**config.mk**
```make
export PLATFORM = sky130hd
export DESIGN_NAME = layer_compositor
export DESIGN_NICKNAME = d
export VERILOG_FILES = /design/src/rtl/layer_compositor.sv
export SDC_FILE = /design/constraint.sdc
export NUM_CORES = 1
export LEC_CHECK = 0
export CORE_MARGIN = 10
export CORE_UTILIZATION = 29
export CTS_BUF_LIST = sky130_fd_sc_hd__clkbuf_8
export DETAILED_ROUTE_END_ITERATION = 10
export PLACE_DENSITY = 0.47
export SLEW_MARGIN = 0
export SYNTH_ARGS = -nofsm -noshare
export SYNTH_HDL_FRONTEND = slang
export SYNTH_SLANG_ARGS = --single-unit
export TNS_END_PERCENT = 100
```
**constraint.sdc**
```tcl
create_clock -name clk -period 4.99 [get_ports clk]
set_input_delay 1.497 -clock clk [delete_from_list [all_inputs] [get_ports clk]]
set_output_delay 1.497 -clock clk [all_outputs]
set_load 0.02 [all_outputs]
```
**src/rtl/layer_compositor.sv**
```systemverilog
// rtl/layer_compositor.sv - NUM_LAYERS priority compositor with window, border/background and vblank-committed config
// Optional statistics output win_cnt0 enabled by LAYER_COMPOSITOR_STATS_EN.
module layer_compositor #(
    parameter int NUM_LAYERS = 2,
    parameter int COLOR_W    = 4,
    parameter int COL_W      = 10,
    parameter int ROW_W      = 9,
    parameter int COL_MIN    = 208,
    parameter int COL_MAX    = 432,
    parameter int ROW_MIN    = 96,
    parameter int ROW_MAX    = 384,
    parameter int CFG_AW     = 3
) (
    input  logic                                clk,
    input  logic                                rst,
    input  logic [ROW_W-1:0]                    row,
    input  logic [COL_W-1:0]                    col,
    input  logic                                blank,
    input  logic                                vblank,
    input  logic                                hs_in,
    input  logic                                vs_in,
    output logic [ROW_W-1:0]                    off_row,
    output logic [COL_W-1:0]                    off_col,
    input  logic [NUM_LAYERS*3*COLOR_W-1:0]     layer_rgb,
    input  logic                                cfg_wr,
    input  logic [CFG_AW-1:0]                   cfg_addr,
    input  logic [3*COLOR_W-1:0]                cfg_data,
    output logic [COLOR_W-1:0]                  vga_r,
    output logic [COLOR_W-1:0]                  vga_g,
    output logic [COLOR_W-1:0]                  vga_b,
    output logic                                hs_out,
    output logic                                vs_out,
    output logic                                win_hit,
    output logic [$clog2(NUM_LAYERS+1)-1:0]     win_layer
`ifdef LAYER_COMPOSITOR_STATS_EN
    ,
    output logic [15:0]                         win_cnt0
`endif
);

    localparam int CW = 3*COLOR_W;
    localparam int LW = $clog2(NUM_LAYERS+1);
    localparam logic [LW-1:0]    NO_LAYER = LW'(NUM_LAYERS);
    localparam logic [ROW_W:0]   R_MIN = (ROW_W+1)'(ROW_MIN);
    localparam logic [ROW_W:0]   R_MAX = (ROW_W+1)'(ROW_MAX);
    localparam logic [COL_W:0]   C_MIN = (COL_W+1)'(COL_MIN);
    localparam logic [COL_W:0]   C_MAX = (COL_W+1)'(COL_MAX);

    assign off_row = row - ROW_W'(ROW_MIN);
    assign off_col = col - COL_W'(COL_MIN);

    logic [CW-1:0]         key_sh  [NUM_LAYERS];
    logic [CW-1:0]         key_act [NUM_LAYERS];
    logic [NUM_LAYERS-1:0] en_sh, en_act;
    logic [CW-1:0]         bord_sh, bord_act, bg_sh, bg_act;
    logic                  vblank_q;
    logic                  commit;

    assign commit = vblank && !vblank_q;

    // Shadow registers take writes every cycle; active copies follow only at the vblank rise.
    always_ff @(posedge clk) begin
        if (rst) begin
            for (int i = 0; i < NUM_LAYERS; i++) begin
                key_sh[i]  <= '0;
                key_act[i] <= '0;
            end
            en_sh    <= '1;
            en_act   <= '1;
            bord_sh  <= '1;
            bord_act <= '1;
            bg_sh    <= '0;
            bg_act   <= '0;
            vblank_q <= 1'b1;
        end else begin
            vblank_q <= vblank;
            if (cfg_wr) begin
                for (int i = 0; i < NUM_LAYERS; i++) begin
                    if (cfg_addr == CFG_AW'(i))
                        key_sh[i] <= cfg_data;
                end
                if (cfg_addr == CFG_AW'(NUM_LAYERS))
                    en_sh <= cfg_data[NUM_LAYERS-1:0];
                if (cfg_addr == CFG_AW'(NUM_LAYERS+1))
                    bord_sh <= cfg_data;
                if (cfg_addr == CFG_AW'(NUM_LAYERS+2))
                    bg_sh <= cfg_data;
            end
            if (commit) begin
                for (int i = 0; i < NUM_LAYERS; i++)
                    key_act[i] <= key_sh[i];
                en_act   <= en_sh;
                bord_act <= bord_sh;
                bg_act   <= bg_sh;
            end
        end
    end

    logic [NUM_LAYERS-1:0] opq_c;
    logic                  in_win_c;

    always_comb begin
        opq_c = '0;
        for (int i = 0; i < NUM_LAYERS; i++)
            opq_c[i] = en_act[i] && (layer_rgb[i*CW +: CW] != key_act[i]);
        in_win_c = ({1'b0, row} >= R_MIN) && ({1'b0, row} < R_MAX) &&
                   ({1'b0, col} >= C_MIN) && ({1'b0, col} < C_MAX);
    end

    logic [NUM_LAYERS*CW-1:0] rgb_s1;
    logic [NUM_LAYERS-1:0]    opq_s1;
    logic                     blank_s1, hs_s1, vs_s1, in_win_s1;

    always_ff @(posedge clk) begin
        if (rst) begin
            rgb_s1    <= '0;
            opq_s1    <= '0;
            blank_s1  <= 1'b0;
            hs_s1     <= 1'b0;
            vs_s1     <= 1'b0;
            in_win_s1 <= 1'b0;
        end else begin
            rgb_s1    <= layer_rgb;
            opq_s1    <= opq_c;
            blank_s1  <= blank;
            hs_s1     <= hs_in;
            vs_s1     <= vs_in;
            in_win_s1 <= in_win_c;
        end
    end

    logic [CW-1:0] sel_rgb;
    logic [LW-1:0] sel_layer;
    logic          sel_hit;

    // Descending scan so the lowest-index opaque layer is the last assignment and wins.
    always_comb begin
        sel_rgb   = '0;
        sel_layer = NO_LAYER;
        sel_hit   = 1'b0;
        if (blank_s1) begin
            sel_rgb = '0;
        end else if (!in_win_s1) begin
            sel_rgb = bord_act;
        end else begin
            sel_hit = 1'b1;
            sel_rgb = bg_act;
            for (int i = NUM_LAYERS-1; i >= 0; i--) begin
                if (opq_s1[i]) begin
                    sel_rgb   = rgb_s1[i*CW +: CW];
                    sel_layer = LW'(i);
                end
            end
        end
    end

    logic [CW-1:0] rgb_s2;

    always_ff @(posedge clk) begin
        if (rst) begin
            rgb_s2    <= '0;
            hs_out    <= 1'b0;
            vs_out    <= 1'b0;
            win_hit   <= 1'b0;
            win_layer <= NO_LAYER;
        end else begin
            rgb_s2    <= sel_rgb;
            hs_out    <= hs_s1;
            vs_out    <= vs_s1;
            win_hit   <= sel_hit;
            win_layer <= sel_layer;
        end
    end

    assign vga_r = rgb_s2[CW-1 -: COLOR_W];
    assign vga_g = rgb_s2[2*COLOR_W-1 -: COLOR_W];
    assign vga_b = rgb_s2[COLOR_W-1:0];

`ifdef LAYER_COMPOSITOR_STATS_EN
    logic [15:0] cnt0;
    logic        win0;

    assign win0 = !blank_s1 && (sel_layer == '0);

    always_ff @(posedge clk) begin
        if (rst) begin
            cnt0     <= '0;
            win_cnt0 <= '0;
        end else if (commit) begin
            win_cnt0 <= cnt0;
            cnt0     <= win0 ? 16'd1 : 16'd0;
        end else if (win0 && cnt0 != 16'hFFFF) begin
            cnt0 <= cnt0 + 16'd1;
        end
    end
`endif

endmodule

```
# After elaboration in Yosys (flattened, before gate mapping)
# Memory sizes are Yosys's and may differ from the RTL's.
# Cells that the tools add are included.
[totals] regBits=100 ramBits=48 inputBits=65 out_inout_bits=36 word_cells=75 mem_count=2
[memory_table] name="key_act" depth=2 word_bits=12 read_ports=2 rd_clocked_by_memory_dff=0 write_ports=2 line="53" source="logic [CW-1:0] key_act [NUM_LAYERS];"
[memory_table] name="key_sh" depth=2 word_bits=12 read_ports=2 rd_clocked_by_memory_dff=0 write_ports=2 line="52" source="logic [CW-1:0] key_sh [NUM_LAYERS];"
[classes] addsub=2 magnitude_cmp=4 n_eq_ne=6 n_mux=23 n_bitwise=5 reduce_logical=14
[op_table] op="2-to-1 mux 12 bit" n=7
[op_table] op="inequality test 12 bit" n=2
[op_table] op="2-to-1 mux 1 bit" n=14
[op_table] op=">= comparator 10 x 8 -> 1 bit, second input constant" n=1
[op_table] op="less-than comparator 10 x 9 -> 1 bit, second input constant" n=1
[op_table] op="subtractor 10 x 8 -> 10 bit, second input constant" n=1
[op_table] op=">= comparator 9 x 7 -> 1 bit, second input constant" n=1
[op_table] op="less-than comparator 9 bit, second input constant" n=1
[op_table] op="subtractor 9 x 7 -> 9 bit, second input constant" n=1
[op_table] op="equality test 3 x 2 -> 1 bit, second input constant" n=2
[op_table] op="logical AND 1 bit" n=6
[op_table] op="AND reduction 2 bit" n=3
[op_table] op="2-to-1 mux 2 bit" n=2
[op_table] op="OR 1 bit" n=4
[op_table] op="OR reduction 4 bit" n=1
[op_table] op="equality test 3 x 1 -> 1 bit, second input constant" n=1
[op_table] op="equality test 3 bit, second input constant" n=1
[op_table] op="zero test 3 bit" n=1
[op_table] op="OR reduction 3 bit" n=1
[op_table] op="OR reduction 2 bit" n=1
[op_table] op="zero test 1 bit" n=1
[op_table] op="NOT 1 bit" n=1

# Depth between registers and ports, before layout
[depth] word_depth=6 ltp_mapped=6

# Least setup slack after synthesis
# OpenSTA, ideal clock, no wires.
[synth_timing] kind="input to output" from="input col[4]" to="output off_col[8]" arrival_time_ns=2.338 t_required_ns=3.493 setup_slack_ns=1.155 stages=4 n_path_buf=0 path_cell_list="inv_1 > ha_1 > nor2_1 > xnor2_1"
[synth_via] elab_chain_cells=1
[synth_rtl] item="start, declared" line="17" source="input logic [COL_W-1:0] col,"
[synth_rtl] item="subtractor 10 x 8 -> 10 bit" line="50" source="assign off_col = col - COL_W'(COL_MIN);"
[synth_rtl] item="end, declared" line="23" source="output logic [COL_W-1:0] off_col,"
# No other way between the ends.

# Final worst setup path
# Ends and elaborated chain as after synthesis.

==> out/summary.txt <==
====================================================================================
Outcome ............................................................... finished clean
Count of placed standard cells in the final layout, fillers left out ..          848
Height of the die .....................................................       160 um
Largest net degree at the start of global routing .....................           53
Summed negative setup slack over all endpoints ........................         0 ps
Placed Area ...........................................................    6700 um^2
Maximum buffer depth of the clock tree ................................            2
Number of buffers inserted by hold repair at cts ......................            0
TritonCTS clock tree ..................................................         done
Area growth syn-to-layout .............................................        24.5%
Worst slew margin relative to its limit ...............................        42.5%
Detailed-routing iteration count for the pre-antenna-repair pass ......            4
Arrival time of the worst setup path ..................................      3260 ps
Total wire length .....................................................      14.6 mm
Placeable core region .................................................   19300 um^2
Skew final ............................................................      15.4 ps
Total clock buffers created by CTS ....................................           17
Hold Startpoint ....................................................... vs_s1$_SDFF_PP0_
Total via count in the routed design ..................................         3678
Weighted congestion at the end of routability-driven global placement .        0.778
Hold slack ............................................................       444 ps
Proportion of synthesized flip-flops having asynchronous set or reset .           0%
Setup violators final .................................................            0
Number of distinct library cells after synthesis ......................           41
Highest cell delay on the worst timing path ...........................       630 ps
Gate Count Post-Synth .................................................          497
Clock transition at the registers of the reported paths ...............        80 ps
IO Port Bufs ..........................................................           90
Post-synthesis sequential area ratio ..................................        60.7%
Layout Cell Area excl Fill ............................................    7070 um^2
Inserted Diodes .......................................................            0
Initial Utilization ...................................................        29.4%
Mean Syn Cell Area ....................................................    11.4 um^2
CP Max Fanout .........................................................            3
Cell-by-cell listing of the critical path ............................. clkdlybuf4s50_1 -> inv_1 -> ha_1 -> nor2_1 -> xnor2_1 -> clkdlybuf4s50_1
TritonCTS Sinks .......................................................          148
Reg2reg start ......................................................... opq_s1[1]$_SDFF_PP0_
Max Fclk ..............................................................      210 MHz
Tightest Hold Check Type ..............................................      reg2reg
Data required time of the critical path ...............................      3490 ps
Die Footprint .........................................................   25600 um^2
Max IR drop VDD .......................................................     0.136 mV
Final max-slew violation count ........................................            0
Tot Pwr ...............................................................      2.43 mW
Power per Cell Area ...................................................  344 nW/um^2
Global-route congestion overflow total ................................            0
Syn Std Cell Area .....................................................    5680 um^2
Final period utilization ..............................................        95.2%
Max-cap violation count ...............................................            0
Number of failing hold endpoints at the final stage ...................            0
Net count after synthesis .............................................          566
Root buffer cell ...................................................... sky130_fd_sc_hd__clkbuf_8
Number of global-route vias before repair .............................         3794
Fraction of final layout cells with drive strength greater than 1 .....        7.38%
Endpoint type of the worst setup path .................................  output port
Number of cells after detailed placement ..............................          816
WL per Instance .......................................................      17.2 um
Sort of element at the start of the critical path ..................... primary input
First-iteration detailed-routing DRC count ............................          181
Antenna Nets Post-Route ...............................................            0
Total number of placement rows ........................................           51
Global-route wire length before repair ................................      22.7 mm
Measured slew at the worst slew-check pin .............................       861 ps
RSZ-0062 raised after global routing ..................................        false
Initial antenna violation count .......................................            0
Io pins ...............................................................          101
Leakage power summed over all cells ...................................      2.57 nW
Standard cell with the maximum stage delay on the critical path ....... sky130_fd_sc_hd__clkdlybuf4s50_1
Critical Path Source ..................................................       col[4]
Dominant register cell in the synthesized netlist ..................... sky130_fd_sc_hd__dfxtp_1
GRT Resource Usage Total ..............................................        11.6%
Most used cell, CP .................................................... sky130_fd_sc_hd__clkdlybuf4s50_1
Category of the critical setup timing path ............................       in2out
Flop and latch count out of synthesis .................................          148
Number of synthesis warnings ..........................................            0
PostCTS Resize Cnt ....................................................            0
Post-layout minimum cycle time ........................................      4750 ps
Number of flops mapped to enable cells by yosys .......................           48
Width of the die ......................................................       160 um
Clk_lat worst skew ....................................................       460 ps
Routed via count divided by cell count ................................         4.34
DRC viols .............................................................            0
Fin nets ..............................................................          639
Buffers inserted by post-CTS timing repair ............................            0
Max H-tree Level ......................................................            4
Filler cell count .....................................................         1938
Detailed-placement wirelength estimate ................................      10.9 mm
====================================================================================
[final cells by class]
class                      instances  area, um^2  area share (%)
inverter                           6        22.5           0.319
timing repair buffer              91         903            12.8
clock buffer                      17         234            3.31
tap                              265         332            4.69
multi-input combinational        306        2000            28.3
clock inverter                    15         133            1.88
sequential                       148        3440            48.7
[synthesized netlist by cell type, types with 2 or more instances]
cell type / number / area share, %
sky130_fd_sc_hd__nor2b_1: 32 / 3.5
sky130_fd_sc_hd__a21oi_2: 2 / 0.31
sky130_fd_sc_hd__mux2i_1: 24 / 4.2
sky130_fd_sc_hd__clkbuf_1: 14 / 0.93
sky130_fd_sc_hd__nor2b_4: 2 / 0.48
sky130_fd_sc_hd__nand3b_1: 13 / 1.7
sky130_fd_sc_hd__a22o_1: 12 / 1.9
sky130_fd_sc_hd__nand2_1: 66 / 4.4
sky130_fd_sc_hd__and2_1: 37 / 4.1
sky130_fd_sc_hd__edfxtp_1: 48 / 25
sky130_fd_sc_hd__inv_1: 5 / 0.33
sky130_fd_sc_hd__nand4_1: 6 / 0.66
sky130_fd_sc_hd__nor2_1: 16 / 1.1
sky130_fd_sc_hd__a21oi_1: 12 / 1.1
sky130_fd_sc_hd__xnor2_1: 28 / 4.3
sky130_fd_sc_hd__xor2_1: 2 / 0.31
sky130_fd_sc_hd__buf_2: 10 / 0.88
sky130_fd_sc_hd__o21ai_0: 14 / 1.2
sky130_fd_sc_hd__a211o_1: 3 / 0.46
sky130_fd_sc_hd__nor3b_1: 2 / 0.26
sky130_fd_sc_hd__dfxtp_1: 100 / 35
sky130_fd_sc_hd__ha_1: 4 / 0.88
sky130_fd_sc_hd__or2_2: 2 / 0.22
sky130_fd_sc_hd__buf_4: 10 / 1.3
sky130_fd_sc_hd__buf_6: 3 / 0.60
sky130_fd_sc_hd__o22a_1: 14 / 2.2
sky130_fd_sc_hd__nor3_1: 2 / 0.18
[cell usage in the layout, fill, tap and decap left out, types with 3 or more instances in the layout]
cell type                           n
sky130_fd_sc_hd__clkinvlp_4         5
sky130_fd_sc_hd__o21ai_0           14
sky130_fd_sc_hd__a22o_1            12
sky130_fd_sc_hd__o22a_1            14
sky130_fd_sc_hd__ha_1               4
sky130_fd_sc_hd__dfxtp_1          100
sky130_fd_sc_hd__mux2i_1           24
sky130_fd_sc_hd__edfxtp_1          48
sky130_fd_sc_hd__nand2_1           66
sky130_fd_sc_hd__clkbuf_8          17
sky130_fd_sc_hd__inv_6              4
sky130_fd_sc_hd__nor2b_1           32
sky130_fd_sc_hd__a211o_1            3
sky130_fd_sc_hd__clkdlybuf4s50_1   89
sky130_fd_sc_hd__nand4_1            6
sky130_fd_sc_hd__xnor2_1           28
sky130_fd_sc_hd__nor2_1            16
sky130_fd_sc_hd__and2_1            37
sky130_fd_sc_hd__inv_1              7
sky130_fd_sc_hd__nand3b_1          13
sky130_fd_sc_hd__a21oi_1           12
[final timing paths]
check / to / slack, ps / depth (start not counted)
min: vs_out$_SDFF_PP0_ / 440 / 1
min reg2reg: vs_out$_SDFF_PP0_ / 440 / 1
max reg2reg: rgb_s2[5]$_SDFF_PP0_ / 3220 / 4
max: off_col[8] / 240 / 6
[registers in the layout (all words and copies together) (netlist names), 2 cells and up]
register	cells
bord_act	12
win_layer	2
bord_sh	12
rgb_s1	24
rgb_s2	12
key_sh	24
opq_s1	2
en_act	2
en_sh	2
bg_sh	12
bg_act	12
key_act	24
[power breakdown]
group          switching, mW  leakage [nW]  internal (mW)  total (mW)
combinational          0.123          1.09          0.121       0.244
clock                  0.466         0.174          0.395       0.861
sequential            0.0287          1.30           1.30        1.33
total                  0.617          2.57           1.81        2.43
[worst max-delay path: cells and delay by family]
family                   cells  cell delay, ps
AND/OR/NAND/NOR              1             150
buffers and inverters        3            1230
XOR/XNOR                     1             130
adder cells (fa/ha/maj)      1             240
[metrics by stage]
step | setup slack (ps) | util, %
floorplan | 1160 | -
global placement | 282 | 34.7
detailed placement | 240 | 34.7
CTS | 241 | 36.5
global route | 171 | 36.5
finish | 237 | 36.5
[routing by layer]
metal,vias to the layer above,GRT usage [%],wire length (um)
met5,-,0,0
met4,0,4.59,206
met3,12,3.75,846
met2,113,17.4,6550
met1,1727,15.0,7020
li1,1826,-,-
[cell families (layout without fill, tap and decap cells)]
logic type      Yosys count  count (layout)  share of synthesized area, %
xor+xnor                 30              30                          4.63
buf+inv                  43             129                          4.12
fa+ha+maj                 4               4                         0.882
flops                   148             148                          60.7
mux                      24              24                          4.23
simple gates            186             186                          17.7
compound gates           62              62                          7.74
No activity file was read; power rests on OpenSTA's default activity.
